<file path="src/rtl/mult_pkg.sv">
// Shared types and helpers for the sequential shift-add multiplier.
// Optional feature macro used by seq_mult_n: SEQ_MULT_SIGNED_EN.
package mult_pkg;

    typedef enum logic [1:0] {
        S_IDLE = 2'd0,
        S_RUN  = 2'd1,
        S_DONE = 2'd2
    } mult_state_e;

    // Bits needed for a counter that steps 0 .. w-1 (never narrower than 1).
    function automatic int count_width(input int w);
        return (w <= 2) ? 1 : $clog2(w);
    endfunction

endpackage

</file>
<file path="src/rtl/seq_mult_n.sv">
// Sequential shift-add multiplier: WIDTH x WIDTH -> 2*WIDTH product in a fixed
// WIDTH-cycle run, one multiplier bit per cycle, LSB first.
// Define SEQ_MULT_SIGNED_EN to add the is_signed port and two's-complement mode.
module seq_mult_n
    import mult_pkg::*;
#(
    parameter int WIDTH = 8
) (
    input  logic                 clk,
    input  logic                 rst_n,
    input  logic                 start,
    input  logic [WIDTH-1:0]     a,
    input  logic [WIDTH-1:0]     b,
`ifdef SEQ_MULT_SIGNED_EN
    input  logic                 is_signed,
`endif
    output logic                 ready,
    output logic                 busy,
    output logic                 done,
    output logic [2*WIDTH-1:0]   product
);

    localparam int CW = count_width(WIDTH);

    mult_state_e          r_state;
    mult_state_e          w_state_next;
    logic [2*WIDTH-1:0]   r_acc;      // {partial sum, remaining multiplier bits}
    logic [WIDTH-1:0]     r_mcand;
    logic [CW-1:0]        r_count;
    logic                 w_accept;
    logic                 w_last;
    logic [WIDTH-1:0]     w_a_mag;
    logic [WIDTH-1:0]     w_b_mag;
    logic [WIDTH:0]       w_sum;
    logic [2*WIDTH-1:0]   w_acc_next;
    logic [2*WIDTH-1:0]   w_result;

    assign w_accept = start && ready;
    assign w_last   = (r_count == CW'(WIDTH - 1));

`ifdef SEQ_MULT_SIGNED_EN
    logic w_a_neg;
    logic w_b_neg;
    logic r_neg;

    // Magnitude of the most negative operand is 2^(WIDTH-1), which still fits
    // in WIDTH unsigned bits, so the run itself stays a plain unsigned multiply.
    assign w_a_neg  = is_signed && a[WIDTH-1];
    assign w_b_neg  = is_signed && b[WIDTH-1];
    assign w_a_mag  = w_a_neg ? (~a + 1'b1) : a;
    assign w_b_mag  = w_b_neg ? (~b + 1'b1) : b;
    assign w_result = r_neg ? (~w_acc_next + 1'b1) : w_acc_next;

    // Remember whether the final product needs negating.
    always_ff @(posedge clk or negedge rst_n) begin
        if (!rst_n) begin
            r_neg <= 1'b0;
        end else if (w_accept) begin
            r_neg <= w_a_neg ^ w_b_neg;
        end
    end
`else
    assign w_a_mag  = a;
    assign w_b_mag  = b;
    assign w_result = w_acc_next;
`endif

    // One shift-add step: add the multiplicand into the upper half when the
    // current multiplier bit is set, keep the carry, then shift right by one.
    assign w_sum      = {1'b0, r_acc[2*WIDTH-1:WIDTH]}
                      + (r_acc[0] ? {1'b0, r_mcand} : '0);
    assign w_acc_next = {w_sum, r_acc[WIDTH-1:1]};

    // State register.
    // NOTE: sequential state uses non-blocking (<=) so every flop samples the
    // pre-edge values; blocking here would create order-dependent simulation.
    always_ff @(posedge clk or negedge rst_n) begin
        if (!rst_n) begin
            r_state <= S_IDLE;
        end else begin
            r_state <= w_state_next;
        end
    end

    // Next-state decode and Moore status outputs.
    always_comb begin
        // NOTE: every output gets a default before the case so no path leaves
        // a signal unassigned, which would otherwise infer a latch.
        w_state_next = r_state;
        ready        = 1'b0;
        busy         = 1'b0;
        done         = 1'b0;
        unique case (r_state)
            S_IDLE: begin
                ready = 1'b1;
                if (start) w_state_next = S_RUN;
            end
            S_RUN: begin
                busy = 1'b1;
                if (w_last) w_state_next = S_DONE;
            end
            S_DONE: begin
                ready        = 1'b1;
                done         = 1'b1;
                w_state_next = start ? S_RUN : S_IDLE;
            end
            default: w_state_next = S_IDLE;
        endcase
    end

    // Datapath: load operands on accept, step once per RUN cycle.
    always_ff @(posedge clk or negedge rst_n) begin
        if (!rst_n) begin
            r_acc   <= '0;
            r_mcand <= '0;
            r_count <= '0;
        end else if (w_accept) begin
            r_acc   <= {{WIDTH{1'b0}}, w_b_mag};
            r_mcand <= w_a_mag;
            r_count <= '0;
        end else if (r_state == S_RUN) begin
            r_acc   <= w_acc_next;
            r_count <= r_count + CW'(1);
        end
    end

    // Result register: written only on the final RUN step, held otherwise.
    always_ff @(posedge clk or negedge rst_n) begin
        if (!rst_n) begin
            product <= '0;
        end else if (r_state == S_RUN && w_last) begin
            product <= w_result;
        end
    end

endmodule
</file>
<file path="config.mk">
export PLATFORM = sky130hd
export DESIGN_NAME = seq_mult_n
export DESIGN_NICKNAME = d
export VERILOG_FILES = /design/src/rtl/mult_pkg.sv /design/src/rtl/seq_mult_n.sv
export SDC_FILE = /design/constraint.sdc
export NUM_CORES = 1
export LEC_CHECK = 0
export CORE_UTILIZATION = 40
export DETAILED_ROUTE_END_ITERATION = 10
export HOLD_SLACK_MARGIN = 0.02
export PLACE_DENSITY_LB_ADDON = 0.08
export SLEW_MARGIN = 10
export SYNTH_ARGS = -nofsm -noshare
export SYNTH_HDL_FRONTEND = slang
export SYNTH_SLANG_ARGS = --single-unit
export TNS_END_PERCENT = 100
</file>
<file path="constraint.sdc">
create_clock -name clk -period 2.48 [get_ports clk]
set_input_delay 0.496 -clock clk [delete_from_list [all_inputs] [get_ports clk]]
set_output_delay 0.496 -clock clk [all_outputs]
set_load 0.1 [all_outputs]
</file>
==> flow_metrics.env, run 1 <==
export IMPL_cp_max_fo=9
export IMPL_critical_path_class="flip-flop to flip-flop"
export IMPL_grt_overflow=0
export IMPL_vias=1495
export IMPL_end_kind="flip-flop"
export IMPL_synth_area_top_cells="dfrtp_1 (55%), nand2_1 (10%), ha_1 (6.1%)"
export IMPL_area_growth_pct=25.1
export IMPL_gp_congestion=0.786
export IMPL_insertion_delay_ns=0.30
export IMPL_fp_dieH_um=73.6
export IMPL_start_kind="flip-flop"
export IMPL_crit_path_top_delay_cell="dfrtp_1"
export IMPL_dp_hpwl_um=3060
export IMPL_ys_seq_area_share_pct=54.9
export IMPL_hold_viol=0
export IMPL_boundaryPins=38
export IMPL_wire_per_inst_um=13.8
export IMPL_grt_pass1_wl_um=7090
export IMPL_maxSlewViolCount=0
export IMPL_rsz0062_at_grt="no"
export IMPL_fin_nets=267
export IMPL_core_sq_um=4820
export IMPL_fin_crit_sh_pct=89.6
export IMPL_antenna_found_initial=0
export IMPL_rows=25
export IMPL_grt_max_degree=31
export IMPL_dr_pass1_iters=4
export IMPL_clk_transition_reported_paths_ns=0.09
export IMPL_max_freq_ghz=0.450
export IMPL_hold_buffers=0
export IMPL_drt_iter0_drc=73
export IMPL_maxCapViolations=0
export IMPL_synth_top_area_share_pct=54.9
export IMPL_fin_util_pct=53.3
export IMPL_h_tree_depth=2
export IMPL_synth_ff_type="dfrtp_1"
export IMPL_finalCriticalPeriod_ns=2.22
export IMPL_worstMarginPinSlew_ns=0.722
export IMPL_worstPathArrival_ns=2.39
export IMPL_start_util_pct=42.6
export IMPL_critPathBufInv=0
export IMPL_die_w_um=73.6
export IMPL_final_area_sq_um=2570
export IMPL_clockBufferDepth=2
export IMPL_io_buffers=37
export IMPL_die_area_sq_um=5420
export IMPL_cts_root_buf="clkbuf_8"
export IMPL_min_path_type="input port to async pin"
export IMPL_yosys_area_top_type="dfrtp_1"
export IMPL_async_flop_share_pct=100
export IMPL_drc=0
export IMPL_synth_area_per_cell_sq_um=10.5
export IMPL_cts_made_buffers=5
export IMPL_finalWorstSetupSlack_ns=0.258
export IMPL_synth_seq_cells=45
export IMPL_placed_area_sq_um=2470
export IMPL_drt_total_wl_um=4200
export IMPL_synthesis_instances=196
export IMPL_post_synth_top_count_cell="nand2_1"
export IMPL_finalSetupViolCount=0
export IMPL_critPathTopFamily="compound AO/OA/AOI/OAI gates"
export IMPL_status="completed"
export IMPL_syn_nets=226
export IMPL_synth_edf_count=0
export IMPL_clock_skew_ns=0.00821
export IMPL_slowest_delay_ns=0.44
export IMPL_synth_commonest_cells="nand2_1 (55), dfrtp_1 (45), o21ai_0 (11), ha_1 (10), mux2_2 (9)"
export IMPL_via_per_inst=4.90
export IMPL_synth_cell_type_count=30
export IMPL_clock_sinks=45
export IMPL_first_global_vias=1470
export IMPL_grt_usage_pct=17.5
export IMPL_n_antenna_cell=0
export IMPL_critPathRequiredTime_ns=2.65
export IMPL_ys_warn_count=0
export IMPL_tns_ns=0
export IMPL_place_ws_ns=0.180
export IMPL_crit_path_frequent_cell="o21ai_0"
export IMPL_cts_tree="done"
export IMPL_path_cells="and2_1 -> ha_1 -> fa_1 -> a21o_2 -> a21oi_2 -> o21ai_0 -> xnor2_1 -> o21ai_0"
export IMPL_slew_headroom_pct=51.8
export IMPL_drive_above_1_share_pct=19.7
export IMPL_syn_area_sq_um=2050
export IMPL_postRouteAntennaNets=0
## flip-flops by register name, summed over array words and instances, names as in the netlist
signal   count
r_count      3
r_state      2
r_acc       16
r_mcand      8
product     16
## cell families after synthesis
family                     after synthesis  share of synthesized area [%]
AOI/OAI and AO/OA                       38                           12.1
xor gates and xnor gates                 6                           2.56
adders and majority gates               11                           7.07
buffers and inverters                   11                           2.38
DFF                                     45                           54.9
muxes                                   10                           5.67
and+or+nand+nor                         75                           15.3
## cells in the final DEF, fill, tap and decap left out, drive strengths merged, types with 7 or more instances in the layout
master,synthesis,final
a31oi,7,7
and2,8,8
buf,4,25
clkdlybuf4s50,0,17
dfrtp,45,45
ha,10,10
mux2,10,10
nand2,55,55
nor2,7,7
o21ai,12,12
## worst paths after layout
path | start | end | slack (ns) | depth (start not counted)
min in group clk | r_mcand[0] | r_mcand[0] | 0.47 | 2
max in group asynchronous | rst_n | r_acc[8] | 1.68 | 2
max reg2reg | r_acc[0] | r_acc[13] | 0.26 | 8
min | rst_n | r_count[2] | 0.09 | 1
max | r_acc[0] | r_acc[13] | 0.26 | 8
min reg2reg | r_mcand[0] | r_mcand[0] | 0.47 | 2
## worst reg2reg max path, delay by kind of cell, from the launching register on
kind / cells / cell delay [ns]
fa+ha+maj: 2 / 0.64
simple gates: 1 / 0.16
compound gates: 4 / 0.67
flops: 1 / 0.44
xor+xnor: 1 / 0.19
## metal layers
| layer | GRT usage [%] | wire length [um] |
|---|---|---|
| met1 | 25.3 | 2120 |
| met2 | 25.9 | 1870 |
| met3 | 4.53 | 181 |
| met4 | 5.13 | 33 |
| met5 | 0 | 0 |
## cell type report
| cell class | count | area [sq um] |
|---|---|---|
| fill | 449 | 2250 |
| sequential | 45 | 1130 |
| multi-input combinational | 140 | 881 |
| timing repair buffer | 42 | 368 |
| tap | 67 | 83.8 |
| clock buffer | 6 | 82.6 |
| clock inverter | 2 | 13.8 |
| inverter | 3 | 11.3 |
## metrics by stage
stage | hold slack [ns] | cells
final | 0.0880 | 305
after CTS | 0.0978 | 305
after detailed placement | 0.428 | 297
after global routing | 0.101 | 305
after global placement | 0.425 | 297
after floorplan | 0.200 | 196
## timing repair
action                                 in CTS  in global routing
gates resized for setup                     0                  1
setup endpoints to repair                   0                  2
endpoints found under the hold margin       0                  0
setup buffers                               0                  0
Power of run 1 is not shown: default switching activity piles up to over one toggle a cycle in this logic, so the estimate is an artifact.
==> run 2, diff against run 1 <==
CORE_ASPECT_RATIO = 1.5   (was unset)
SLEW_MARGIN = unset   (was 10)
==> run 2 against run 1 <==
Against the previous run:
- first-iteration DRC count down 34%
- critical path type unchanged
- setup slack lost 0.043 ns
- count of clock-buffer cells in the layout down 1
- non-clock buffer count is 4 higher
- largest cell class unchanged
- die area rose by 0.10%
- fmax shrank 1.9%
- global-route usage grew 1.2 points
- core utilization fell by 0.71 points
==> flow_metrics.env, run 2 (synthesis results as in run 1) <==
export IMPL_finalSetupViolCount=0
export IMPL_gp_congestion=0.805
export IMPL_grt_usage_pct=18.7
export IMPL_grt_overflow=0
export IMPL_final_seq_area_sq_um=1130
export IMPL_maxSlewViolCount=0
export IMPL_clock_skew_ns=0.00721
export IMPL_multiInputGateArea_sq_um=877
export IMPL_area_growth_pct=25.2
export IMPL_boundaryPins=38
export IMPL_die_w_um=60.5
export IMPL_final_common_cell="nand2_1"
export IMPL_dp_hpwl_um=3370
export IMPL_maxCapViolations=0
export IMPL_n_antenna_cell=0
export IMPL_insertion_delay_ns=0.29
export IMPL_start_kind="flip-flop"
export IMPL_tns_ns=0
export IMPL_hold_viol=0
export IMPL_fin_crit_sh_pct=91.3
export IMPL_clock_sinks=45
export IMPL_reg_top3="product: 16 flops, r_acc: 16 flops, r_mcand: 8 flops"
export IMPL_cts_root_buf="clkbuf_8"
export IMPL_max_freq_ghz=0.441
export IMPL_dr_pass1_iters=6
export IMPL_status="completed"
export IMPL_critPathRequiredTime_ns=2.65
export IMPL_drt_total_wl_um=4420
export IMPL_min_path_type="input port to async pin"
export IMPL_cts_setup_buffers=0
export IMPL_crit_path_top_delay_cell="fa_1"
export IMPL_first_global_vias=1655
export IMPL_hold_buffers=0
export IMPL_finalCriticalPeriod_ns=2.27
export IMPL_grt_pass1_wl_um=7650
export IMPL_worstPathArrival_ns=2.44
export IMPL_fp_dieH_um=89.7
export IMPL_die_area_sq_um=5430
export IMPL_rows=31
export IMPL_layout_common_cells="nand2_1 (55), dfrtp_1 (45), buf_4 (27)"
export IMPL_io_buffers=37
export IMPL_cts_made_buffers=5
export IMPL_drc=0
export IMPL_cp_max_fo=3
export IMPL_vias=1539
export IMPL_rsz0062_at_grt="no"
export IMPL_drt_iter0_drc=48
export IMPL_post_cts_resize_count=0
export IMPL_path_cells="and2_1 -> ha_1 -> fa_1 -> a21o_2 -> a21oi_1 -> o21ai_0 -> a31oi_1 -> o21ai_0"
export IMPL_end_kind="flip-flop"
export IMPL_wire_per_inst_um=14.4
export IMPL_via_per_inst=5.03
export IMPL_start_util_pct=42.0
export IMPL_cts_tree="done"
export IMPL_antenna_found_initial=0
export IMPL_clockBufferDepth=2
export IMPL_drive_above_1_share_pct=20.0
export IMPL_h_tree_depth=2
export IMPL_worstMarginPinSlew_ns=0.693
export IMPL_grt_max_degree=22
export IMPL_core_sq_um=4890
export IMPL_crit_path_frequent_cell="o21ai_0"
export IMPL_critical_path_class="flip-flop to flip-flop"
export IMPL_postRouteAntennaNets=0
export IMPL_slew_headroom_pct=53.7
export IMPL_nFillCells=497
export IMPL_fin_nets=271
export IMPL_clk_transition_reported_paths_ns=0.08
export IMPL_slowest_delay_ns=0.42
run 2: changes by cell type in the layout (fill, tap and decap cells not counted), sizes merged:
cell / change
buf: +4
clkbuf: -1
clkinv: -1
run 2: area by class of cell:
| class | count | share of cell area [%] |
|---|---|---|
| inverters | 3 | 0.438 |
| clock buffers | 5 | 2.68 |
| clock inverters | 1 | 0.195 |
| well taps | 66 | 3.21 |
| multi-input cells | 140 | 34.1 |
| flip-flops and latches | 45 | 43.8 |
| repair buffers | 46 | 15.5 |
run 2: final timing paths:
check | from | to | slack (ns) | cells past startpoint
hold reg to reg | product[11] | product[11] | 0.48 | 2
setup / recovery | r_mcand[0] | r_acc[15] | 0.21 | 8
max in group asynchronous | rst_n | r_count[2] | 1.83 | 2
hold / removal | rst_n | product[12] | 0.1 | 1
setup reg to reg | r_mcand[0] | r_acc[15] | 0.21 | 8
min in group clk | product[11] | product[11] | 0.48 | 2
run 2: worst max-delay path: cells and delay by family, from the launching register on:
family,cells,cell delay [ns]
flops,1,0.38
compound gates,5,0.98
simple gates,1,0.15
fa+ha+maj,2,0.64
run 2: metal layers:
metal | GRT usage (%) | part of all wire (%) | vias up
li1 | - | - | 748
met5 | 0 | 0 | -
met4 | 6.06 | 1.6 | 0
met1 | 21.2 | 39 | 750
met3 | 4.03 | 4.3 | 7
met2 | 33.2 | 55 | 34
run 2: stage by stage:
stage          instance area [sq um]  setup WS, ns  hold WS (ns)  utilization, %  instances
2_1_floorplan                   2050         0.241         0.200               -        196
3_3_place_gp                    2490         0.270         0.415            51.0        300
3_5_place_dp                    2490         0.237         0.421            51.0        300
4_1_cts                         2570         0.217         0.107            52.6        306
5_1_grt                         2570        0.0537         0.109            52.6        306
6_report                        2570         0.215        0.0973            52.6        306
Power of run 2 is left out for the same reason.
